File: config.mk
export PLATFORM = sky130hd
export DESIGN_NAME = param_data_memory
export DESIGN_NICKNAME = d
export VERILOG_FILES = /design/src/rtl/dmem_pkg.sv /design/src/rtl/dmem_clear_seq.sv /design/src/rtl/param_data_memory.sv
export SDC_FILE = /design/constraint.sdc
export NUM_CORES = 2
export LEC_CHECK = 0
export CAP_MARGIN = 20
export CORE_MARGIN = 4
export CORE_UTILIZATION = 55
export CTS_CLUSTER_SIZE = 24
export DETAILED_ROUTE_END_ITERATION = 8
export PLACE_DENSITY = 0.71
export SYNTH_ARGS = -nofsm -noshare
export SYNTH_HDL_FRONTEND = slang
export SYNTH_SLANG_ARGS = --single-unit
File: constraint.sdc
create_clock -name clk -period 16 [get_ports clk]
set_clock_uncertainty 0.05 [all_clocks]
set_input_delay 1.6 -clock clk [delete_from_list [all_inputs] [get_ports clk]]
set_output_delay 1.6 -clock clk [all_outputs]
set_load 0.005 [all_outputs]
File: src/rtl/dmem_pkg.sv
// Shared types and helpers for the parametrised data memory.
//   dmem_state_e : clear sequencer states (StClear zeroes the array, StReady serves requests)
//   even_parity  : even-parity bit of a word, zero-extended to PAR_MAX_W bits
package dmem_pkg;

  typedef enum logic {StClear, StReady} dmem_state_e;

  // Widest data word the parity helper accepts. Zero-extension leaves parity unchanged.
  localparam int unsigned PAR_MAX_W = 64;

  function automatic logic even_parity(input logic [PAR_MAX_W-1:0] word);
    return ^word;
  endfunction

endpackage

File: src/rtl/dmem_clear_seq.sv
// Clear sequencer for param_data_memory: walks clr_ptr over every word after reset or on
// clear_req, then parks in StReady.
// Ports:
//   clk, rst   : clock, asynchronous active-high reset
//   clear_req  : restart the clear sequence from word 0
//   clr_we     : write-zero enable for the array (high for the whole StClear state)
//   clr_addr   : word being zeroed this cycle
//   init_done  : registered, high while in StReady
module dmem_clear_seq
  import dmem_pkg::*;
#(
  parameter int unsigned ADDR_W = 8,
  parameter int unsigned DEPTH  = 256
) (
  input  logic              clk,
  input  logic              rst,
  input  logic              clear_req,
  output logic              clr_we,
  output logic [ADDR_W-1:0] clr_addr,
  output logic              init_done
);

  localparam logic [ADDR_W-1:0] LAST = ADDR_W'(DEPTH - 1);

  dmem_state_e       state_q;
  logic [ADDR_W-1:0] ptr_q;
  logic              done_q;

  always_ff @(posedge clk or posedge rst) begin
    if (rst) begin
      state_q <= StClear;
      ptr_q   <= '0;
      done_q  <= 1'b0;
    end else begin
      unique case (state_q)
        StClear: begin
          if (clear_req) begin
            ptr_q <= '0;
          end else if (ptr_q == LAST) begin
            // Last word is zeroed on this edge; DEPTH cycles in total.
            state_q <= StReady;
            ptr_q   <= '0;
            done_q  <= 1'b1;
          end else begin
            ptr_q <= ptr_q + ADDR_W'(1);
          end
        end
        StReady: begin
          if (clear_req) begin
            state_q <= StClear;
            ptr_q   <= '0;
            done_q  <= 1'b0;
          end
        end
        default: begin
          state_q <= StClear;
          ptr_q   <= '0;
          done_q  <= 1'b0;
        end
      endcase
    end
  end

  assign clr_we    = (state_q == StClear);
  assign clr_addr  = ptr_q;
  assign init_done = done_q;

endmodule

File: src/rtl/param_data_memory.sv
// Parametrised single-port data memory with valid/ready request port, one-cycle registered
// response and a hardware clear sequencer.
// Ports:
//   clk, rst            : clock, asynchronous active-high reset
//   clear_req           : restart the clear sequence
//   req_valid/req_ready : request handshake (accepted when both high)
//   req_write           : 1 = write, 0 = read
//   req_addr, req_wdata : word address and write data
//   rsp_valid           : one-cycle pulse per accepted request
//   rsp_rdata, rsp_err  : read data (or echoed write data) and error flag; held when idle
//   err_inject          : store inverted parity on write (parity build only)
//   init_done           : high while ready to serve requests
// Optional feature: define DMEM_PARITY_EN to store and check an even-parity bit per word.
// Requires 1 <= DEPTH <= 2**ADDR_W; parity build requires DATA_W <= 64.
module param_data_memory
  import dmem_pkg::*;
#(
  parameter int unsigned DATA_W = 8,
  parameter int unsigned ADDR_W = 8,
  parameter int unsigned DEPTH  = 256
) (
  input  logic              clk,
  input  logic              rst,
  input  logic              clear_req,
  input  logic              req_valid,
  output logic              req_ready,
  input  logic              req_write,
  input  logic [ADDR_W-1:0] req_addr,
  input  logic [DATA_W-1:0] req_wdata,
  output logic              rsp_valid,
  output logic [DATA_W-1:0] rsp_rdata,
  output logic              rsp_err,
  input  logic              err_inject,
  output logic              init_done
);

  localparam int unsigned IDX_W = (DEPTH > 1) ? $clog2(DEPTH) : 1;

  typedef struct packed {
    logic              valid;
    logic [DATA_W-1:0] data;
    logic              err;
  } rsp_t;

  logic              clr_we;
  logic [ADDR_W-1:0] clr_addr;
  logic              accept;
  logic              in_range;
  logic [IDX_W-1:0]  idx;
  logic [DATA_W-1:0] rd_word;
  logic              rd_par_err;
  rsp_t              rsp_d, rsp_q;

  logic [DATA_W-1:0] mem [DEPTH];

  dmem_clear_seq #(
    .ADDR_W (ADDR_W),
    .DEPTH  (DEPTH)
  ) u_clear_seq (
    .clk       (clk),
    .rst       (rst),
    .clear_req (clear_req),
    .clr_we    (clr_we),
    .clr_addr  (clr_addr),
    .init_done (init_done)
  );

  assign req_ready = init_done & ~clear_req;
  assign accept    = req_valid & req_ready;
  // Extra bit so DEPTH == 2**ADDR_W does not wrap to zero.
  assign in_range  = {1'b0, req_addr} < (ADDR_W + 1)'(DEPTH);
  assign idx       = req_addr[IDX_W-1:0];
  assign rd_word   = mem[idx];

  // Clear and request writes never coincide: req_ready is low throughout StClear.
  always_ff @(posedge clk) begin
    if (clr_we) begin
      mem[clr_addr[IDX_W-1:0]] <= '0;
    end else if (accept && req_write && in_range) begin
      mem[idx] <= req_wdata;
    end
  end

`ifdef DMEM_PARITY_EN
  logic par [DEPTH];

  always_ff @(posedge clk) begin
    if (clr_we) begin
      par[clr_addr[IDX_W-1:0]] <= 1'b0;
    end else if (accept && req_write && in_range) begin
      par[idx] <= even_parity(PAR_MAX_W'(req_wdata)) ^ err_inject;
    end
  end

  assign rd_par_err = even_parity(PAR_MAX_W'(rd_word)) != par[idx];
`else
  logic unused_err_inject;
  assign unused_err_inject = err_inject;
  assign rd_par_err        = 1'b0;
`endif

  always_comb begin
    rsp_d       = rsp_q;
    rsp_d.valid = accept;
    if (accept) begin
      if (req_write) begin
        rsp_d.data = req_wdata;
      end else begin
        rsp_d.data = in_range ? rd_word : '0;
      end
      rsp_d.err = ~in_range | (~req_write & rd_par_err);
    end
  end

  always_ff @(posedge clk or posedge rst) begin
    if (rst) begin
      rsp_q <= '0;
    end else begin
      rsp_q <= rsp_d;
    end
  end

  assign rsp_valid = rsp_q.valid;
  assign rsp_rdata = rsp_q.data;
  assign rsp_err   = rsp_q.err;

endmodule

## Yosys cells after proc, flatten, opt, wreduce, memory -nomap -nowiden

Memories as Yosys holds them, arrays and structs flattened.
Index checks and enable logic that the tools add are counted.

| cells by class | value |
|---|---|
| add/subtract/negate cells | 1 |
| equal/unequal tests | 4 |
| multiplexer cells | 20 |
| bitwise operators | 4 |
| reduce and logical (&&, ||, !) cells | 3 |

Operator list:

| kind | number |
|---|---|
| 8-bit two-way mux | 6 |
| 8-bit one-hot mux with 2 select lines | 1 |
| 1-bit two-way mux | 11 |
| 8-bit by 1-bit adder with 8-bit output (second input constant) | 1 |
| 8-bit equality test (second input constant) | 1 |
| 8-bit OR reduction | 1 |
| 2-bit != test (second input constant) | 2 |
| 1-bit one-hot mux with 2 select lines | 2 |
| 3-bit AND reduction | 1 |
| 1-bit AND | 2 |
| 2-bit by 1-bit != test with 1-bit output (second input constant) | 1 |
| 1-bit NOT | 2 |
| 1-bit logical AND | 1 |

| storage, ports and cells | value |
|---|---|
| bits in registers | 19 |
| bits in writable memories | 2048 |
| input bits | 22 |
| logic and storage cells | 38 |
| memories | 1 |

Memory list:

| memory | depth | width | read ports | clocked after Yosys merged registers in | write ports | RTL line | RTL |
|---|---|---|---|---|---|---|---|
| mem | 256 | 8 | 1 | 0 | 1 | param_data_memory.sv:54 | `logic [DATA_W-1:0] mem [DEPTH];` |

## Depth between registers and ports, before layout

| logic depth | value |
|---|---|
| depth in word-level cells | 9 |
| gate-level depth with buffers | 12 |
| depth with buffers taken out | 9 |

## By module

A second synthesis with hierarchy kept.

| unflattened totals | value |
|---|---|
| cell total of the unflattened synthesis | 4073 |
| area total of the unflattened synthesis | 81418.1 µm² |

Modules (own cells, without submodules):

| module | instances | cells each | area an instance (µm²) |
|---|---|---|---|
| param_data_memory | 1 | 4020 | 80905.1 |
| dmem_clear_seq | 1 | 53 | 513.0 |

## Worst setup path after synthesis

Ideal clock, no wire load.

| timing | value |
|---|---|
| path type | input to register |
| start | input clear_req |
| end | memory mem[0][0], data pin |
| library setup time | 0.870 ns |
| arrival | 5.765 ns |
| slack | 9.316 ns |
| cell stages on the path | 7 |
| buffers on the path | 2 |
| path through | nor2b_2 > nand2_4 > inv_2 > and3_1 > clkbuf_2 > clkbuf_1 > and2_1 |

| on the way | value |
|---|---|
| longest elaborated chain between the ends | 9 |

RTL lines:

| element | RTL line | RTL |
|---|---|---|
| start, declared | param_data_memory.sv:24 | `input logic clear_req,` |
| 1-bit NOT | param_data_memory.sv:68 | `assign req_ready = init_done & ~clear_req;` |
| 1-bit AND | param_data_memory.sv:68 |  |
| 1-bit AND | param_data_memory.sv:69 | `assign accept = req_valid & req_ready;` |
| 1-bit logical AND | param_data_memory.sv:79 | `end else if (accept && req_write && in_range) begin` |
| 1-bit two-way mux | param_data_memory.sv:79 |  |
| 1-bit two-way mux | param_data_memory.sv:77 | `if (clr_we) begin` |
| 1-bit two-way mux (implied by the code) | param_data_memory.sv:80 | `mem[idx] <= req_wdata;` |
| 8-bit OR reduction (no source line) | - |  |
| 8-bit two-way mux (no source line) | - |  |
| end, declared | param_data_memory.sv:54 |  |

Every way passes these cells.

## Worst setup path after layout

| timing | value |
|---|---|
| start | input clear_req |
| end | memory mem[139][7], enable pin |

| on the way | value |
|---|---|
| longest elaborated chain between the ends | 9 |
| elaborated cells between the ends (all ways) | 10 |
| those cells by class | 5 x mux; 3 x bitwise; 2 x reduce/logical |

RTL lines:

| element | RTL line |
|---|---|
| 1-bit NOT (*) | param_data_memory.sv:68 |
| 1-bit AND (*) | param_data_memory.sv:68 |
| 1-bit AND (*) | param_data_memory.sv:69 |
| 1-bit logical AND (*) | param_data_memory.sv:79 |
| 1-bit two-way mux (*) | param_data_memory.sv:79 |
| 1-bit two-way mux (*) | param_data_memory.sv:77 |
| 1-bit two-way mux (implied by the code) (*) | param_data_memory.sv:80 |
| 8-bit OR reduction (no source line) | - |
| 8-bit two-way mux (no source line) or 1-bit two-way mux (tied branches) | - |

Every way passes the cells marked *; elsewhere a longest branch is shown, timed or not.

==> reports/qor.csv <==
stage,metric,value,unit
layout,footprint of the multi-input gates,17090,um^2
clocking,Post-CTS Resized,0,
yosys,Syn Area/Cell,21.57,um^2
sta,Final setup viols,0,
placed_design,Placed Area,82420,um^2
detailed_routing,Routed WL,186.2,mm
worst_setup_path,CP Capture Type,register,
worst_setup_path,worst r2r path cells,9,
floorplanning,row cnt,140,
floorplanning,Initial Util,0.5527,
worst_setup_path,crit-path cells,clkdlybuf4s50_1 > nor2b_2 > nand2_4 > inv_2 > and3_1 > a31oi_1 > or2_2 > nand2b_1 > buf_4 > nor2_1,
sta,period utilization,0.3902,
detailed_routing,Initial DRC Count,5106,
global_route,number of antenna violations at the first check in global routing,8,
yosys,syn nets,3753,
worst_setup_path,Crit path largest cell delay,790,ps
sta,f_max,160.2,MHz
yosys,Post-synth top cells,"edfxtp_1, mux4_2, nor2_1",
worst_setup_path,Worst Setup Path Type,in2reg,
yosys,top-area cell type share of the netlist area,0.7643,
detailed_routing,mean routed wirelength per cell,31.70,um
clocking,hold_buf cts,0,
detailed_routing,DRT antenna net count,0,
worst_hold_path,worst min-delay path class,reg2reg,
layout,final instance area,88750,um^2
detailed_routing,DR pass1 iterations,8,
layout,Non-Filler Instances,5872,
layout,Fillers,9863,
yosys,Yosys reg bits,2067,
worst_setup_path,Crit Reg-Reg Startpoint,u_clear_seq.init_done$_DFFE_PP0P_,
yosys,Yosys cell types,66,
yosys,Netlist Area Pre-Place,80460,um^2
clocking,H-tree Lvls,4,
floorplanning,core area,145600,um^2
global_route,first-pass GRT wire length,270.1,mm
yosys,cell accounting for the most synthesized area,edfxtp_1,
detailed_routing,Vias/cell,6.565,
layout,total inserted antenna cells,0,
worst_setup_path,RR Endpoint,mem[139][7]$_DFFE_PP_,
global_route,gr usage total,0.2466,
floorplanning,Die Y,390.5,um
worst_setup_path,slowest stage cell on the critical path,and3_1,
worst_setup_path,crit-path max FO,17,
sta,RSZ-0062 raised after global routing,no,
yosys,xor-xnor portion of the synthesized cell area,0.0003266,
worst_setup_path,"delay-heaviest family, CP",simple AND/OR/NAND/NOR gates,
power,P per Cell Area,120.7,nW/um^2
sta,minimum clock period,6243,ps
global_route,vias in the first global route,38360,
clocking,root buf cell,clkbuf_16,
yosys,number of synthesized flops with an enable pin,2048,
worst_setup_path,critical path depth,10,
placed_design,PortBufs,31,
yosys,Area contributors post-synth,"edfxtp_1, mux4_2, nor2_1, a22oi_1, mux2i_1",
sta,"Slew Viols, Final",0,
yosys,most frequent cell after synthesis,edfxtp_1,
clocking,CTS tree,built,
sta,setup_tns,0,ps
outcome,status,completed,
yosys,Synth Warn #,0,
worst_setup_path,Worst Setup SP,clear_req,
placed_design,DP Wirelength,109.3,mm
yosys,dominant synthesized flop cell,edfxtp_1,
yosys,Synth Area in Adders,0.0001555,
placed_design,DP Cell Count,5514,
layout,area grow syn2layout,10.30,%
yosys,post-synthesis sequential area ratio,0.7703,
layout,Layout Nets,3817,
clocking,post-CTS setup buffers,0,
power,VDD IR max,0.09799,mV
worst_setup_path,worst path required time,16380,ps
worst_setup_path,WP data arrival,6630,ps
yosys,Synth Instances,3730,
global_route,largest net degree at the start of global routing,195,
sta,slew margin rel.,0.04308,
power,Leak,0.03214,uW
clocking,Num CTS Buffers,191,
layout,fraction of layout cells with a size suffix above 1,0.2260,
worst_setup_path,worst setup path end,mem[139][7]$_DFFE_PP_,
worst_setup_path,Worst Path Buf+Inv,3,
yosys,Simple-Gate Fraction of Synth Area,0.02869,
layout,register area,61970,um^2
flow_run,Max Cap Viol,0,
placed_design,Placer Congestion,0.8666,
floorplanning,Die W,390.5,um
detailed_routing,via count,38550,
yosys,"FFs w/ async S/R, synth",0.009192,
clocking,Sink Count,2067,
global_route,grt ovf,0,
floorplanning,total die area,152500,um^2
sta,Worst Max-Slew Pin Slew,1435,ps
clocking,Worst-path clk slew,60,ps
worst_setup_path,R2R Setup Slk,10820,ps
yosys,compound-gate portion of the synthesized area,0.02936,
yosys,largest family of logic cells by synthesized area,multiplexers,
clocking,deepest clock path buffer count,3,
floorplanning,IO Count,34,
worst_setup_path,CP startpoint kind,primary input,
sta,final hold vios,0,
clocking,later-pin clock latency in the skew report,820,ps
yosys,mux contribution to synthesized area,0.1531,
detailed_routing,drt drc,0,
## cell type report
class	instances	share of cell area
multi-input combinational	1428	0.1926
sequential	2067	0.6983
tap	1917	0.02703
inverter	6	0.0002538
clock buffer	237	0.05801
timing repair buffer	100	0.01139
clock inverter	117	0.01242
## where the power goes
part           internal (uW)  switching, uW  total, uW
sequential              5870           5.14       5870
combinational            106            199        305
clock                   2570           1960       4530
## metrics by stage
step           setup slack (ps)  utilization  hold WS, ps  power (uW)
2_1_floorplan              9316            -        430.9        6190
3_5_place_dp               9114       0.5662        491.0        6293
6_report                   9757       0.6097        504.9       10710
5_1_grt                    9801       0.6097        528.8       10990
3_3_place_gp               9141       0.5662        480.5        6292
4_1_cts                    9978       0.6091        506.1       10750
## cells by family (layout without fill, tap and decap cells)
group,Yosys count,in the layout
adders and majority gates,1,1
other,1,1
DFF,2067,2067
buffers and inverters,235,460
muxes,581,581
AOI/OAI and AO/OA,345,345
xor gates and xnor gates,3,3
and+or+nand+nor,497,497
## layer usage
metal | global-route usage | vias to the layer above | part of all wire | routed length, um
li1 | - | 15800 | - | -
met2 | 0.3799 | 2035 | 0.48 | 88960
met4 | 0.07351 | 6 | 0.030 | 5499
met5 | 0 | - | 0.00018 | 34
met1 | 0.3596 | 20380 | 0.39 | 72160
met3 | 0.05660 | 325 | 0.10 | 19500
## worst min-delay path, stage by stage (launching register included)
cell and delay (ps):
dfrtp_1 340, nor2_1 50, o22ai_1 110
## cell usage in the layout, fill, tap and decap left out, types with 8 or more instances in the layout
cell type        synthesis  routed
a211oi_1                 8       8
a21oi_1                 76      76
a221oi_1                12      12
a22oi_1                140     140
and2_4                   0       8
buf_12                  10      11
buf_4                   31      56
bufinv_16                0      18
clkbuf_1                72      32
clkbuf_16                0     196
clkbuf_8                 0       9
clkdlybuf4s50_1          0      26
clkinv_1                 0      45
clkinv_2                 0      38
dfrtp_1                 19      19
edfxtp_1              2048    2048
mux2i_1                 65      65
mux4_1                  21      21
mux4_2                 492     492
nand2_1                 37      37
nand2b_1                33      33
nand3_1                 23      23
nor2_1                 293     291
nor3_1                  14      14
nor4_1                  12      12
o211ai_1                11      11
o21ai_0                 18      18
o221ai_1                10      10
o22ai_1                 34      34
or2_2                   20      20
## how the worst min path moves through the flow
stage / depth (start not counted) / to / from
after detailed placement: 2 / rsp_rdata[1]$_DFFE_PP0N_ / rsp_rdata[1]$_DFFE_PP0N_
after global placement: 2 / rsp_rdata[5]$_DFFE_PP0N_ / rsp_rdata[5]$_DFFE_PP0N_
after floorplan: 2 / rsp_rdata[6]$_DFFE_PP0N_ / rsp_rdata[6]$_DFFE_PP0N_
final: 2 / rsp_rdata[1]$_DFFE_PP0N_ / rsp_rdata[1]$_DFFE_PP0N_
after CTS: 2 / rsp_rdata[1]$_DFFE_PP0N_ / rsp_rdata[1]$_DFFE_PP0N_
after global routing: 2 / rsp_rdata[3]$_DFFE_PP0N_ / rsp_rdata[3]$_DFFE_PP0N_
## sequential cells by signal, summed over array words and instances, names as in the netlist
| register | cells |
|---|---|
| u_clear_seq.clr_addr | 8 |
| mem | 2048 |
| u_clear_seq.init_done | 1 |
| rsp_rdata | 8 |
| u_clear_seq.state_q | 1 |
| rsp_valid | 1 |
Note: power is estimated with default switching activity, not from simulation.
